--- config.mk ---
export PLATFORM = sky130hd
export DESIGN_NAME = fpu_issue_seq_flat
export DESIGN_NICKNAME = d
export VERILOG_FILES = /design/src/rtl/fpu_pkg.sv /design/src/rtl/fpu_issue_seq_if.sv /design/src/rtl/fpu_req_fifo.sv /design/src/rtl/fpu_issue_seq.sv /design/src/flat_wrapper.sv
export SDC_FILE = /design/constraint.sdc
export NUM_CORES = 1
export LEC_CHECK = 0
export ABC_AREA = 1
export CAP_MARGIN = 0
export CORE_AREA = 2 2 170 213
export DETAILED_ROUTE_END_ITERATION = 16
export DIE_AREA = 0 0 172 215
export PLACE_DENSITY = 0.67
export SLEW_MARGIN = 10
export SYNTH_ARGS = -nofsm -noshare
export SYNTH_HDL_FRONTEND = slang
export SYNTH_HIERARCHICAL = 1
export SYNTH_SLANG_ARGS = --single-unit
--- constraint.sdc ---
create_clock -name clk -period 6.04 [get_ports clk]
set_clock_uncertainty 0.1 [all_clocks]
set_input_delay 0.906 -clock clk [delete_from_list [all_inputs] [get_ports clk]]
set_output_delay 0.906 -clock clk [all_outputs]
set_load 0.005 [all_outputs]
--- src/rtl/fpu_pkg.sv ---
// Shared types and constants for the fpu operand-issue front end.
package fpu_pkg;

   localparam int FP_W     = 32;
   localparam int EXP_W    = 6;
   localparam int MAN_W    = 25;
   localparam int EXP_BIAS = 31;

   localparam int OP_W = 2;
   localparam logic [OP_W-1:0] OP_ADD = 2'b00;

   localparam int STATUS_W     = 4;
   localparam int ST_EXACT     = 3;
   localparam int ST_OVERFLOW  = 2;
   localparam int ST_UNDERFLOW = 1;
   localparam int ST_INEXACT   = 0;

   typedef enum logic [1:0] {
      IDLE = 2'd0,
      HOLD = 2'd1,
      RESP = 2'd2
   } seq_state_t;

   typedef struct packed {
      logic [FP_W-1:0] a;
      logic [FP_W-1:0] b;
      logic [OP_W-1:0] op;
   } fpu_req_t;

endpackage

--- src/rtl/fpu_issue_seq_if.sv ---
// Request and result streams of the issue sequencer, both valid/ready.
// master is the upstream/downstream environment, slave is the sequencer.
interface fpu_issue_seq_if;
   import fpu_pkg::*;

   logic                in_valid;
   logic                in_ready;
   logic [FP_W-1:0]     in_a;
   logic [FP_W-1:0]     in_b;
   logic [OP_W-1:0]     in_op;

   logic                out_valid;
   logic                out_ready;
   logic [FP_W-1:0]     out_data;
   logic [STATUS_W-1:0] out_status;

   modport master (
      output in_valid, in_a, in_b, in_op, out_ready,
      input  in_ready, out_valid, out_data, out_status
   );

   modport slave (
      input  in_valid, in_a, in_b, in_op, out_ready,
      output in_ready, out_valid, out_data, out_status
   );
endinterface

--- src/rtl/fpu_req_fifo.sv ---
// Synchronous request FIFO. Occupancy is held in a registered count so
// full/empty never depend combinationally on push or pop.
module fpu_req_fifo
   import fpu_pkg::*;
#(
   parameter int DEPTH = 4
) (
   input  logic                   clk,
   input  logic                   reset,
   input  logic                   push,
   input  fpu_req_t               push_data,
   input  logic                   pop,
   output fpu_req_t               pop_data,
   output logic                   full,
   output logic                   empty,
   output logic [$clog2(DEPTH):0] count
);

   localparam int PTR_W = $clog2(DEPTH);
   localparam int CNT_W = PTR_W + 1;

   fpu_req_t         mem [DEPTH];
   logic [PTR_W-1:0] wr_ptr;
   logic [PTR_W-1:0] rd_ptr;
   logic             do_push;
   logic             do_pop;

   assign full     = (count == CNT_W'(DEPTH));
   assign empty    = (count == '0);
   assign do_push  = push & ~full;
   assign do_pop   = pop & ~empty;
   assign pop_data = mem[rd_ptr];

   // Pointer and occupancy tracking; pointers wrap naturally at DEPTH.
   always_ff @(posedge clk or negedge reset) begin
      if (!reset) begin
         wr_ptr <= '0;
         rd_ptr <= '0;
         count  <= '0;
      end else begin
         if (do_push) wr_ptr <= wr_ptr + PTR_W'(1);
         if (do_pop)  rd_ptr <= rd_ptr + PTR_W'(1);
         unique case ({do_push, do_pop})
            2'b10:   count <= count + CNT_W'(1);
            2'b01:   count <= count - CNT_W'(1);
            default: count <= count;
         endcase
      end
   end

   // Storage array; contents need no reset since count gates visibility.
   always_ff @(posedge clk) begin
      if (do_push) mem[wr_ptr] <= push_data;
   end

endmodule

--- src/rtl/fpu_issue_seq.sv ---
// Operand-issue front end for the multi-cycle fpu core. Requests are
// queued, driven onto the fpu for a fixed settle window, and the result
// is captured and offered downstream.
//
//   state | meaning
//   IDLE  | nothing in flight; issue head of FIFO when non-empty
//   HOLD  | fpu inputs held; count down the settle window
//   RESP  | result captured and offered; wait for out_ready
module fpu_issue_seq
   import fpu_pkg::*;
#(
   parameter int FIFO_DEPTH  = 4,
   parameter int HOLD_CYCLES = 100
) (
   input  logic                clk,
   input  logic                reset,
   fpu_issue_seq_if.slave      io,
   output logic [FP_W-1:0]     fpu_a,
   output logic [FP_W-1:0]     fpu_b,
   output logic [OP_W-1:0]     fpu_op,
   input  logic [FP_W-1:0]     fpu_data,
   input  logic [STATUS_W-1:0] fpu_status,
   output logic                busy
);

   localparam int CTR_W = $clog2(HOLD_CYCLES + 1);
   localparam int CNT_W = $clog2(FIFO_DEPTH) + 1;

   seq_state_t       state;
   logic [CTR_W-1:0] counter;

   fpu_req_t         push_req;
   fpu_req_t         head;
   logic             fifo_full;
   logic             fifo_empty;
   logic [CNT_W-1:0] fifo_count;
   logic             in_push;
   logic             pop;

   assign push_req    = '{a: io.in_a, b: io.in_b, op: io.in_op};
   assign io.in_ready = reset & ~fifo_full;
   assign in_push     = io.in_valid & io.in_ready;

   // Pop only from registered state: IDLE with work, or a RESP handshake.
   assign pop = ~fifo_empty &
                ((state == IDLE) | ((state == RESP) & io.out_ready));

   assign busy = (state != IDLE) | (fifo_count != '0);

   fpu_req_fifo #(
      .DEPTH (FIFO_DEPTH)
   ) u_fifo (
      .clk       (clk),
      .reset     (reset),
      .push      (in_push),
      .push_data (push_req),
      .pop       (pop),
      .pop_data  (head),
      .full      (fifo_full),
      .empty     (fifo_empty),
      .count     (fifo_count)
   );

   // Issue/hold/respond sequencer; all fpu-facing and result outputs registered.
   always_ff @(posedge clk or negedge reset) begin
      if (!reset) begin
         state         <= IDLE;
         counter       <= '0;
         fpu_a         <= '0;
         fpu_b         <= '0;
         fpu_op        <= '0;
         io.out_valid  <= 1'b0;
         io.out_data   <= '0;
         io.out_status <= '0;
      end else begin
         unique case (state)
            IDLE: begin
               if (pop) begin
                  fpu_a   <= head.a;
                  fpu_b   <= head.b;
                  fpu_op  <= head.op;
                  counter <= CTR_W'(HOLD_CYCLES);
                  state   <= HOLD;
               end
            end
            HOLD: begin
               counter <= counter - CTR_W'(1);
               if (counter == CTR_W'(1)) begin
                  io.out_data   <= fpu_data;
                  io.out_status <= fpu_status;
                  io.out_valid  <= 1'b1;
                  state         <= RESP;
               end
            end
            RESP: begin
               if (io.out_ready) begin
                  io.out_valid <= 1'b0;
                  if (pop) begin
                     fpu_a   <= head.a;
                     fpu_b   <= head.b;
                     fpu_op  <= head.op;
                     counter <= CTR_W'(HOLD_CYCLES);
                     state   <= HOLD;
                  end else begin
                     state <= IDLE;
                  end
               end
            end
            default: state <= IDLE;
         endcase
      end
   end

endmodule

--- src/flat_wrapper.sv ---
// flat-port wrapper written by rule: the top's interface ports become plain ports
module fpu_issue_seq_flat import fpu_pkg::*;
#(
   parameter int FIFO_DEPTH  = 4,
   parameter int HOLD_CYCLES = 100
)
  (clk, reset, fpu_a, fpu_b, fpu_op, fpu_data, fpu_status, busy, io_in_valid, io_in_a, io_in_b, io_in_op, io_out_ready, io_in_ready, io_out_valid, io_out_data, io_out_status);
  fpu_issue_seq_if io_i ();
  input  logic clk;
  input  logic reset;
  output logic [FP_W-1:0] fpu_a;
  output logic [FP_W-1:0] fpu_b;
  output logic [OP_W-1:0] fpu_op;
  input  logic [FP_W-1:0] fpu_data;
  input  logic [STATUS_W-1:0] fpu_status;
  output logic busy;
  input wire logic [$bits(io_i.in_valid)-1:0] io_in_valid;
  input wire logic [$bits(io_i.in_a)-1:0] io_in_a;
  input wire logic [$bits(io_i.in_b)-1:0] io_in_b;
  input wire logic [$bits(io_i.in_op)-1:0] io_in_op;
  input wire logic [$bits(io_i.out_ready)-1:0] io_out_ready;
  output wire logic [$bits(io_i.in_ready)-1:0] io_in_ready;
  output wire logic [$bits(io_i.out_valid)-1:0] io_out_valid;
  output wire logic [$bits(io_i.out_data)-1:0] io_out_data;
  output wire logic [$bits(io_i.out_status)-1:0] io_out_status;
  assign io_i.in_valid = io_in_valid;
  assign io_i.in_a = io_in_a;
  assign io_i.in_b = io_in_b;
  assign io_i.in_op = io_in_op;
  assign io_i.out_ready = io_out_ready;
  assign io_in_ready = io_i.in_ready;
  assign io_out_valid = io_i.out_valid;
  assign io_out_data = io_i.out_data;
  assign io_out_status = io_i.out_status;
  fpu_issue_seq #(.FIFO_DEPTH(FIFO_DEPTH), .HOLD_CYCLES(HOLD_CYCLES)) u_core (.clk(clk), .reset(reset), .io(io_i), .fpu_a(fpu_a), .fpu_b(fpu_b), .fpu_op(fpu_op), .fpu_data(fpu_data), .fpu_status(fpu_status), .busy(busy));
endmodule
### After elaboration in Yosys (flattened, before gate mapping)

Memories as Yosys holds them, arrays and structs flattened.
Index checks and enable logic that the tools add are counted.

* add/sub/neg operators: 5
* equal/unequal tests: 9
* muxes and demuxes: 23
* bitwise operators: 10
* reduce and logical (&&, ||, !) cells: 13

Operator list (number)
* $mux 32: 4
* $pmux 32 s2: 2
* $pmux 7 s3: 1
* $mux 7: 2
* $mux 2: 5
* $reduce_bool 2->1: 4
* $eq 7x1->1 const B: 1
* $sub 7x1->7 const B: 1
* $and 1x1->1: 6
* $pmux 2 s3: 1
* $pmux 3 s2: 1
* $reduce_and 2->1: 3
* $reduce_and 3->1: 2
* $reduce_bool 3->1: 2
* $mux 1: 5
* $add 2x1->2 const B: 2
* $eq 2x1->1 const B: 2
* $eq 2x2->1 const B: 2
* $ne 2x2->1 const B: 2
* $pmux 2 s2: 1
* $add 3x1->3 const B: 1
* $eq 3x3->1 const B: 1
* $logic_not 3->1: 1
* $sub 3x1->3 const B: 1
* 5 further kinds: 7

* bits in registers: 119
* RAM bits: 264
* input port bits: 106
* output and inout bits: 105
* logic and storage cells: 72
* memories kept: 1

Memories
* u_core.u_fifo.mem: depth 4, width 66, rd ports 1, clocked after Yosys merged registers in 0, wr ports 1, line fpu_req_fifo.sv:22 `fpu_req_t mem [DEPTH];`

### Longest topological paths before layout

Gate-level depths: netlist of run 1.

* word-level depth: 7
* gate-level depth with buffers: 17

### Cells and area by module

The synthesis of run 1 kept the hierarchy.

By module, submodules not included
* fpu_req_fifo: times used 1, cells each 832, area each 11086.9 µm², seq. area each 8102.8 µm²
* fpu_issue_seq: times used 1, cells each 512, area each 4458.0 µm², seq. area each 2802.7 µm²

### Worst setup path before layout of run 1

OpenSTA, ideal clock, no wires.

* path type: input -> register
* from: input port reset
* to: memory u_core/u_fifo/mem[0][0] (netlist name) (enable)
* library setup time: 491 ps
* data arrival time: 4193 ps
* required time: 5449 ps
* path slack: 1257 ps
* cell stages on the path: 4
* buffers on the path: 0
* cell sequence: inv_1 nor3b_1 nand2_1 nor2_1

* longest elaborated chain between the ends: 5

Ends and longest elaborated chain
* start, declared: line flat_wrapper.sv:10 `input logic reset;`
* $and 1x1->1: line fpu_issue_seq.sv:41 `assign io.in_ready = reset & ~fifo_full;`
* $and 1x1->1: line fpu_issue_seq.sv:42 `assign in_push = io.in_valid & io.in_ready;`
* net u_core.in_push: line fpu_issue_seq.sv:37 `logic in_push;`
* $and 1x1->1: line fpu_req_fifo.sv:30 `assign do_push = push & ~full;`
* $mux 1: line fpu_req_fifo.sv:53 `if (do_push) mem[wr_ptr] <= push_data;`
* $mux 1 (implied by the code): line fpu_req_fifo.sv:53
* end, declared: line fpu_req_fifo.sv:22

The timed path passes the listed nets, and every way through them passes these cells.

### Final worst setup path of run 1

* from: input port reset
* to: memory u_core/u_fifo/mem[2][9] (netlist name) (enable)

Same word-level chain as after synthesis.

==> results of run 1 <==
==> final cells by class <==
| class | count | area (um2) | share of cell area |
|---|---|---|---|
| multi-input combinational | 727 | 3530 | 0.184 |
| tap | 474 | 593 | 0.0309 |
| timing repair buffer | 223 | 2210 | 0.115 |
| inverter | 165 | 627 | 0.0327 |
| sequential | 383 | 10900 | 0.568 |
| clock buffer | 48 | 1050 | 0.0547 |
| clock inverter | 21 | 268 | 0.0139 |
| antenna | 4 | 10.0 | 0.000521 |
==> metal layers <==
layer,GRT usage,up-vias
li1,-,4880
met1,0.215,4902
met2,0.307,272
met3,0.0390,52
met4,0.0627,0
met5,0,-
==> critical path, stage by stage <==
cell and delay, ns:
buf_6 0.42, inv_1 0.12, nor3b_1 0.37, nand2_1 0.38
nor2_4 0.16, buf_4 0.80
==> per-stage QoR <==
stage / power, W / instance area [um2] / hold WS (ns) / instances / utilization
floorplan: 0.00537 / 15500 / 0.365 / 1344 / -
global placement: 0.00633 / 17900 / 0.353 / 1972 / 0.510
detailed placement: 0.00639 / 17900 / 0.358 / 1972 / 0.510
CTS: 0.00886 / 19200 / 0.271 / 2041 / 0.547
global route: 0.00929 / 19200 / 0.297 / 2043 / 0.547
finish: 0.00876 / 19200 / 0.250 / 2045 / 0.547
==> power groups by stage <==
stage	clock network (W)	logic [W]	registers [W]
after global placement	0	0.00266	0.00367
after CTS	0.00251	0.00272	0.00363
final	0.00246	0.00268	0.00363
after global routing	0.00260	0.00301	0.00368
after floorplan	0	0.00171	0.00366
after detailed placement	0	0.00271	0.00368
==> sequential cells by signal, summed over array words and instances (netlist names), 3 cells and up <==
register and flops:
u_core/counter 7, u_core/fpu_a 32, u_core/fpu_b 32, u_core/io.out_data 32, u_core/io.out_status 4, u_core/u_fifo/count 3, u_core/u_fifo/mem 264
==> path summary, 6_finish.rpt <==
path                       cells after the start              startpoint                 endpoint  slack (ns)
max reg2reg                                    7  u_core/u_fifo/count[0]  u_core/u_fifo/mem[2][9]        3.10
max in group asynchronous                      2                   reset         u_core/fpu_b[13]        4.28
min in group clk                               2   u_core/io.out_data[8]    u_core/io.out_data[8]        0.37
min                                            1                   reset         u_core/fpu_b[16]        0.25
max                                            6                   reset  u_core/u_fifo/mem[2][9]        2.85
min reg2reg                                    2   u_core/io.out_data[8]    u_core/io.out_data[8]        0.37
==> kinds of logic (layout without fill, tap and decap cells) <==
family,Yosys count,after routing
simple gates,576,576
flops,383,383
buf+inv,234,457
compound gates,142,142
fa+ha+maj,8,8
xor+xnor,1,1
other cells,0,4
==> placed cells by master, fill, tap and decap left out, types with 5 or more instances in the layout <==
master	Yosys	final
buf_4	5	12
bufinv_16	0	6
clkbuf_1	18	5
clkbuf_16	0	39
clkdlybuf4s50_1	0	209
clkinv_1	0	6
dfrtp_1	119	118
edfxtp_1	264	264
ha_1	7	7
inv_1	163	162
nand2_1	500	499
nand3_1	57	57
o211ai_1	121	121
o211ai_2	11	11
o21ai_0	8	8
==> results.txt, run 1 <==
Commonest cells in the netlist: nand2_1, edfxtp_1, inv_1
Final hold violation count: 0
Initial DRC Count: 547
Die width: 172 um
Synth Area in XOR/XNOR: 0.000563
Critical Path End Type: flop
Sw Ratio: 0.318
Die area: 0.0370 mm2
Fin Setup TNS: 0 ns
Antenna violations before repair: 3
Cell area after synthesis: 0.0155 mm2
Post-Synthesis Cells: 1344
Via count: 10106
WP data arrival: 3.24 ns
H-tree depth: 2
Post-DRT Antenna Nets: 0
RePlAce Congestion: 0.746
Area contributors post-synth: edfxtp_1, dfrtp_1, nand2_1
Slew @ Worst Pin: 1.23 ns
GRT Total Usage: 0.176
Main combinational cell family by area after synthesis: simple AND/OR/NAND/NOR gates
Latest clock arrival within the worst-skew pair: 0.54 ns
Net Sw Power: 0.00279 W
Post-synth EDFFs: 264
CTS Buf Count: 38
Core footprint: 0.0351 mm2
Post-CTS sizing: 0
Row count: 77
Met1 WL: 13600 um
Worst rel slew slack: 0.177
WL/cell: 16.1 um
PD cells: 456 mW/mm2
Fillcell total: 2931
Setup ws final: 2.85 ns
Post-Syn Nets: 1458
Number of global-route vias before repair: 9672
Peak supply drop: 0.284 mV
Met2 WL post-DR: 16400 um
Register share of total power: 0.414
Crit Path Max Fanout: 66
Top Layer Used: met4
Post-synthesis register bit count: 383
Via density: 4.94
Routed WL: 32900 um
Post-synth top area share: 0.510
Gr ovfl total: 0
Die Ht: 215 um
Compound-Gate Fraction of Synth Area: 0.0705
Worst slack at placement: 2.20 ns
Clk pin slew, worst setup/hold paths: 0.07 ns
Number of max-cap violations: 0
PortBufs: 210
WP data required: 6.10 ns
CTS Buffer Depth: 3
Simple logic cell fraction of the synthesized area: 0.146
Internal: 0.00597 W
Post-synthesis sequential area ratio: 0.702
Comb power frac: 0.306
Adder-cell share of the synthesized area: 0.00692
DRC Markers: 0
HP Class: in2async
CTS tree: built
Count of final setup violators: 0
Mux share of post-synthesis cell area: 0
Final worst path period share: 0.527
First-pass GRT wire length: 50800 um
Slew Viols, Final: 0
Postcts setup bufs: 0
Main synth FF type: edfxtp_1
Initial Util: 0.443
Clock power frac: 0.280
Post-route minimum period: 3.19 ns
RSZ-0062 raised after global routing: false
Leak pwr: 8.03 nW
Layout area overhead: 23.5%
I/O pin total: 211
WL met3: 2130 um
Yosys cell types: 27
Max Fclk: 314 MHz
Setup CP Type: in2reg
CP Launch Type: input pin
Outcome: completed
Drt first pass iters: 5
Most frequent cell after synthesis: nand2_1
Clock Sinks: 383
Share of cells above drive strength 1: 0.0619
Average size of a mapped cell: 11.6 um2
Syn. warnings: 6
Synth area leader: edfxtp_1
Largest net degree at the start of global routing: 181
Post-synthesis async set-or-reset flop share: 0.311
Clk root buf: clkbuf_16
DPL Wire Length: 19500 um
Hold buffer count at CTS: 0
Nets: 1652
(Power assumes the default switching activity.)
==> run 2, diff against run 1 <==
--- a/config.mk
+++ b/config.mk
@@ -10,7 +10,7 @@
 export CORE_AREA = 2 2 170 213
 export DETAILED_ROUTE_END_ITERATION = 16
 export DIE_AREA = 0 0 172 215
-export PLACE_DENSITY = 0.67
+export PLACE_DENSITY = 0.69
 export SLEW_MARGIN = 10
 export SYNTH_ARGS = -nofsm -noshare
 export SYNTH_HDL_FRONTEND = slang
==> constraint.sdc (replaced) <==
create_clock -name clk -period 2.8 [get_ports clk]
set_clock_uncertainty 0.1 [all_clocks]
set_input_delay 0.42 -clock clk [delete_from_list [all_inputs] [get_ports clk]]
set_output_delay 0.42 -clock clk [all_outputs]
set_load 0.005 [all_outputs]
==> results.txt, run 2 (synthesized netlist as in run 1, its figures left out) <==
PD cells: 978 mW/mm2 (was 456 mW/mm2)
CTS Buffer Depth: 3 (unchanged)
Most common cell after layout, fill and taps aside: nand2_1 (unchanged)
Largest net degree at the start of global routing: 94 (was 181)
Most frequent cells in the layout: nand2_1, edfxtp_1, clkdlybuf4s50_1 (unchanged)
CP Launch Type: flop (was input pin)
Number of max-cap violations: 0 (unchanged)
PortBufs: 210 (unchanged)
Count of final setup violators: 0 (unchanged)
Final hold violation count: 0 (unchanged)
WHS Path Cells: 3
CTS tree: built (unchanged)
Worst rel slew slack: 0.362 (was 0.177)
Latest clock arrival within the worst-skew pair: 0.52 ns (was 0.54 ns)
Via density: 4.82 (was 4.94)
Footprint of the multi-input gates: 0.00353 mm2 (unchanged)
Max incr delay on CP: 0.54 ns (was 0.80 ns)
Antenna violations before repair: 3 (unchanged)
Leak pwr: 8.16 nW (was 8.03 nW)
CTS Buf Count: 38 (unchanged)
WL/cell: 16.1 um (about the same)
Post-route design area: 0.0194 mm2 (was 0.0192 mm2)
Row count: 77 (unchanged)
Post-DRT Antenna Nets: 0 (unchanged)
Slew @ Worst Pin: 0.957 ns (was 1.23 ns)
Share of cells above drive strength 1: 0.0731 (was 0.0619)
DPL Wire Length: 20700 um (was 19500 um)
Post-route minimum period: 2.60 ns
Layout area overhead: 25.1% (was 23.5%)
Fillcell total: 2945 (was 2931)
Via count: 9946 (was 10106)
Clock Sinks: 383 (unchanged)
GRT Total Usage: 0.179 (was 0.176)
Max Fclk: 384 MHz
Critical Path End Type: output port (was flop)
R2R setup slack: 0.43 ns (was 3.10 ns)
DRC Markers: 0 (unchanged)
Hold Crit Start: fpu_data[16]
Max reg flops: 264 (unchanged)
Slew Viols, Final: 0 (unchanged)
Register share of total power: 0.411 (was 0.414)
Fin Setup TNS: 0 ns (unchanged)
Crit Path Max Fanout: 4 (was 66)
Internal: 0.0130 W (was 0.00597 W)
Die area: 0.0370 mm2 (unchanged)
Outcome: completed (unchanged)
Comb power frac: 0.313 (was 0.306)
Net Sw Power: 0.00606 W (was 0.00279 W)
Slowest cell on the critical path: clkdlybuf4s50_1 (was buf_4)
Peak supply drop: 0.618 mV (was 0.284 mV)
RePlAce Congestion: 0.753 (was 0.746)
HP Class: in2reg (was in2async)
Gr ovfl total: 0 (unchanged)
FF-to-FF End: u_core/u_fifo/mem[1][39] (was u_core/u_fifo/mem[2][9])
Drt first pass iters: 4 (was 5)
Number of global-route vias before repair: 9834 (was 9672)
Worst R2R Path Depth: 8 (was 7)
Largest Register: u_core/u_fifo/mem (unchanged)
Initial Util: 0.443 (unchanged)
Clk pin slew, worst setup/hold paths: 0.06 ns (was 0.07 ns)
Core footprint: 0.0351 mm2 (unchanged)
H-tree depth: 2 (unchanged)
Placed instance area: 0.0181 mm2 (was 0.0179 mm2)
First-pass GRT wire length: 51300 um (was 50800 um)
Die width: 172 um (unchanged)
Initial DRC Count: 657 (was 547)
Postcts setup bufs: 0 (unchanged)
Setup CP Type: reg2out (was in2reg)
Sw Ratio: 0.318 (about the same)
Post-CTS sizing: 0 (unchanged)
Hold buffer count at CTS: 1 (was 0)
CP most frequent cell: inv_1
RSZ-0062 raised after global routing: false (unchanged)
Die Ht: 215 um (unchanged)
I/O pin total: 211 (unchanged)
Clock power frac: 0.275 (was 0.280)
WP data arrival: 2.08 ns (was 3.24 ns)
Crit path cell chain: inv_1, nand3_1, inv_1, nor2_1, clkdlybuf4s50_1 (was buf_6, inv_1, nor3b_1, nand2_1, nor2_4, buf_4)
Clk root buf: clkbuf_16 (unchanged)
R2R Path Start: u_core/u_fifo/count[0] (unchanged)
Nets: 1671 (was 1652)
Reg area: 0.0109 mm2 (unchanged)
Final worst path period share: 0.930
Hold Path End: u_core/io.out_data[16]
Routed WL: 33200 um (was 32900 um)
WP data required: 2.28 ns (was 6.10 ns)
-- run 2: cell types whose count changed in the layout (fill, tap and decap cells not counted), sizes merged --
| cell | before | now |
|---|---|---|
| inv | 167 | 165 |
| bufinv | 6 | 4 |
| buf | 14 | 32 |
| clkinv | 11 | 13 |
| clkbuf | 48 | 51 |
| dlygate4sd3 | 0 | 1 |
| diode | 4 | 2 |
-- run 2: layer usage --
layer / GRT usage / vias to the layer above / part of all wire
met4: 0.0745 / 2 / 0.035
met5: 0 / - / 0.00039
met2: 0.316 / 248 / 0.50
met1: 0.211 / 4714 / 0.41
met3: 0.0359 / 64 / 0.055
li1: - / 4918 / -
-- run 2: power by group through the flow --
stage	sequential (W)	clock (W)	combinational, W
2_1_floorplan	0.00787	0	0.00370
3_3_place_gp	0.00792	0	0.00589
3_5_place_dp	0.00793	0	0.00601
4_1_cts	0.00784	0.00537	0.00604
5_1_grt	0.00794	0.00560	0.00669
6_report	0.00783	0.00524	0.00596
-- run 2: worst max-delay path, delay by kind of cell, from the launching register on --
kind	cells	cell delay [ns]
DFF	1	0.40
buffers and inverters	3	0.73
and+or+nand+nor	2	0.43
-- run 2: final cells by class --
type	count	area share
Tap cell	474	0.0305
Clock inverter	19	0.0101
Inverter	165	0.0323
Clock buffer	51	0.0573
Multi-Input combinational cell	727	0.182
Timing Repair Buffer	242	0.127
Sequential cell	383	0.561
Antenna cell	2	0.000257
-- run 2: worst max path at each step --
stage	start	endpoint	slack, ns	depth (start not counted)
floorplan	u_core/u_fifo/count[0]	u_core/u_fifo/mem[0][0]	-0.64	6
global placement	io_out_ready	u_core/u_fifo/count[2]	0.23	14
detailed placement	io_out_ready	u_core/u_fifo/count[2]	0.20	14
CTS	u_core/u_fifo/count[0]	io_in_ready	0.14	5
global route	u_core/u_fifo/count[0]	io_in_ready	0.10	5
finish	u_core/u_fifo/count[0]	io_in_ready	0.20	5
-- run 2: metrics by stage --
| stage | hold slack, ns | std cells | total power [W] | util | setup WS [ns] |
|---|---|---|---|---|---|
| after floorplan | 0.0244 | 1344 | 0.0116 | - | -0.637 |
| after detailed placement | 0.359 | 1990 | 0.0139 | 0.517 | 0.197 |
| final | 0.360 | 2063 | 0.0190 | 0.554 | 0.197 |
| after global routing | 0.348 | 2063 | 0.0202 | 0.554 | 0.102 |
| after global placement | 0.352 | 1990 | 0.0138 | 0.517 | 0.234 |
| after CTS | 0.336 | 2061 | 0.0193 | 0.554 | 0.142 |
==> RTL change (config.mk and constraints of run 2) <==
Change the package constant `OP_W` from 2 to 3.
--- a/src/rtl/fpu_pkg.sv
+++ b/src/rtl/fpu_pkg.sv
@@ -6,7 +6,7 @@
    localparam int MAN_W    = 25;
    localparam int EXP_BIAS = 31;
 
-   localparam int OP_W = 2;
+   localparam int OP_W = 3;
    localparam logic [OP_W-1:0] OP_ADD = 2'b00;
 
    localparam int STATUS_W     = 4;
Interface: changed (resized fpu_op and io_in_op); port bits go from 211 to 213. The function was not compared with the original's and may differ.
==> RTL change against run 2 <==
Total power fell by 0.94%; hold slack better by 0.0068 ns; setup slack improved by 0.20 ns; non-clock buffer count decreased by 2; cell area rose by 0.41%; sequential power is 2% higher; routed wire length shrank 0.55%; area after synthesis decreased by 0.26%; sequential cell count rose by 5.
==> RTL change: results (changes against run 2) <==
outcome: "finished, final reports clean"
reg2reg_to: "u_core/u_fifo/mem[3][41]"
synth_async_sr_flop_share_pct: 30.9  # -0.14 points
fin_setup_tns_ns: 0  # unchanged
ir_worst_vdd_mv: 0.572  # -7.4%
globalplace.congestion: 0.727  # -3.5%
clk_pin_slew_ns: 0.06  # about the same
synth-edff-count: 268  # +1.5%
synth_nets: 1475  # +1.2%
drt_first_pass_iters: 4  # unchanged
track_usage_pct: 18.1  # +0.21 points
cts_buffers: 38  # unchanged
hold_path_class: "reg2reg"
grt_pass1_wl_mm: 52.1  # +1.6%
r2r_start: "u_core/u_fifo/count[0]"
cp_max_fo: 4  # unchanged
final_layout_size_suffix_gt1_share_pct: 6.38  # -0.93 points
syn_area_per_cell_sq_um: 11.4  # -1.4%
vias_per_cell: 4.86  # +0.79%
yosysSeqAreaShare_pct: 71.3  # +1.1 points
numPortBuffers: 212  # +0.95%
place_ws_ns: 0.232  # +0.0344 ns
synth_area_leaders: "edfxtp_1 52%, dfrtp_1 19%, nand2_1 12%, o211ai_1 6.5%, inv_1 4.0%"
hold_path.startpoint: "u_core/io.out_data[21]"
postCtsSetupRepairBufs: 0  # unchanged
dp.cells: 2003  # +0.65%
final_nets: 1685  # +0.84%
hold_path_depth: 2  # -1
largest_reg_flops: 268  # +1.5%
grt_max_degree: 121  # +29%
synth_commonest_cells: "506 x nand2_1, 268 x edfxtp_1, 164 x inv_1"
grt_antenna_before_repair: 5  # +2
fill_cells: 2893  # -1.8%
routed_wl_mm: 33.0  # -0.55%
ant_nets: 0  # unchanged
slew-limit-headroom_pct: 40.3  # +4.0 points
hpwlAfterDp_mm: 19.7  # -4.8%
yosysWarningCount: 6  # unchanged
hold_end: "u_core/io.out_data[21]"
top_register: "u_core/u_fifo/mem"
drt_iter0_drc: 558  # -15%
leakage_uw: 0.00817  # about the same
clock_path_buffers: 3  # unchanged
vias: 10100  # +1.4%
insertion_delay_ns: 0.52  # about the same
reg2regPathDepth: 9  # +1
syn2layout_area_growth_pct: 25.9
htree_levels: 2  # unchanged
regToRegSetupSlack_ns: 0.48  # +0.05 ns
ctsRootBufferMaster: "clkbuf_16"
cp.arrival_ns: 1.89  # -0.19 ns
synth.distinct_cells: 26  # -3.7%
grt_pass1_vias: 9909  # +0.76%
[RTL change: worst max-delay path by stage]
stage,start,endpoint,depth (start not counted)
6_report,u_core/u_fifo/count[0],io_in_ready,5
5_1_grt,u_core/u_fifo/count[0],io_in_ready,5
4_1_cts,u_core/u_fifo/count[0],io_in_ready,5
3_5_place_dp,io_out_ready,u_core/fpu_b[10],9
3_3_place_gp,io_out_ready,u_core/u_fifo/count[2],14
2_1_floorplan,u_core/u_fifo/count[0],u_core/u_fifo/mem[0][0],6
[RTL change: kinds of logic after synthesis]
family / count (synthesis) / synth area share, %
and+or+nand+nor: 582 / 14.8
DFF: 388 / 71.3
buffers and inverters: 237 / 6.34
AOI/OAI and AO/OA: 144 / 6.81
adders and majority gates: 8 / 0.694
xor gates and xnor gates: 1 / 0.0565
[RTL change: final cells by class]
type | instances | area (sq um) | share of cell area [%]
inverters | 167 | 637 | 3.26
diodes | 3 | 7.51 | 0.0385
multi-input cells | 735 | 3510 | 18.0
clock inverters | 17 | 151 | 0.775
flip-flops and latches | 388 | 11100 | 56.6
well taps | 474 | 593 | 3.04
clock buffers | 52 | 1070 | 5.47
repair buffers | 240 | 2500 | 12.8
[RTL change: worst max-delay path: stages (launching register included)]
cell and delay (ns):
dfrtp_1 0.40, inv_1 0.10, nand3_1 0.16, inv_1 0.08, nor2_1 0.10, clkdlybuf4s50_1 0.53
[RTL change: stage by stage]
stage,cell area [sq um],util [%],hold WS (ns)
6_report,19500,55.7,0.367
5_1_grt,19500,55.7,0.359
2_1_floorplan,15500,-,0.0244
4_1_cts,19500,55.7,0.343
3_3_place_gp,18300,52.1,0.352
3_5_place_dp,18300,52.1,0.358
[RTL change: metal layers]
metal,part of all wire [%],routed length [microns],vias to the layer above,track usage [%]
met4,2.3,769,6,5.99
met1,40,13200,4803,21.9
met3,6.9,2260,57,4.20
li1,-,-,4944,-
met2,51,16700,278,31.7
met5,0.094,31,-,0
[RTL change: report_power, final]
| part | internal [uW] | switching, uW |
|---|---|---|
| Sequential | 7340 | 667 |
| Clock | 2880 | 2050 |
| Combinational | 2590 | 3320 |
[RTL change: what timing repair did]
item,in CTS,in global routing
hold endpoints to repair,120,0
resized for setup,0,0
hold buffers,1,0
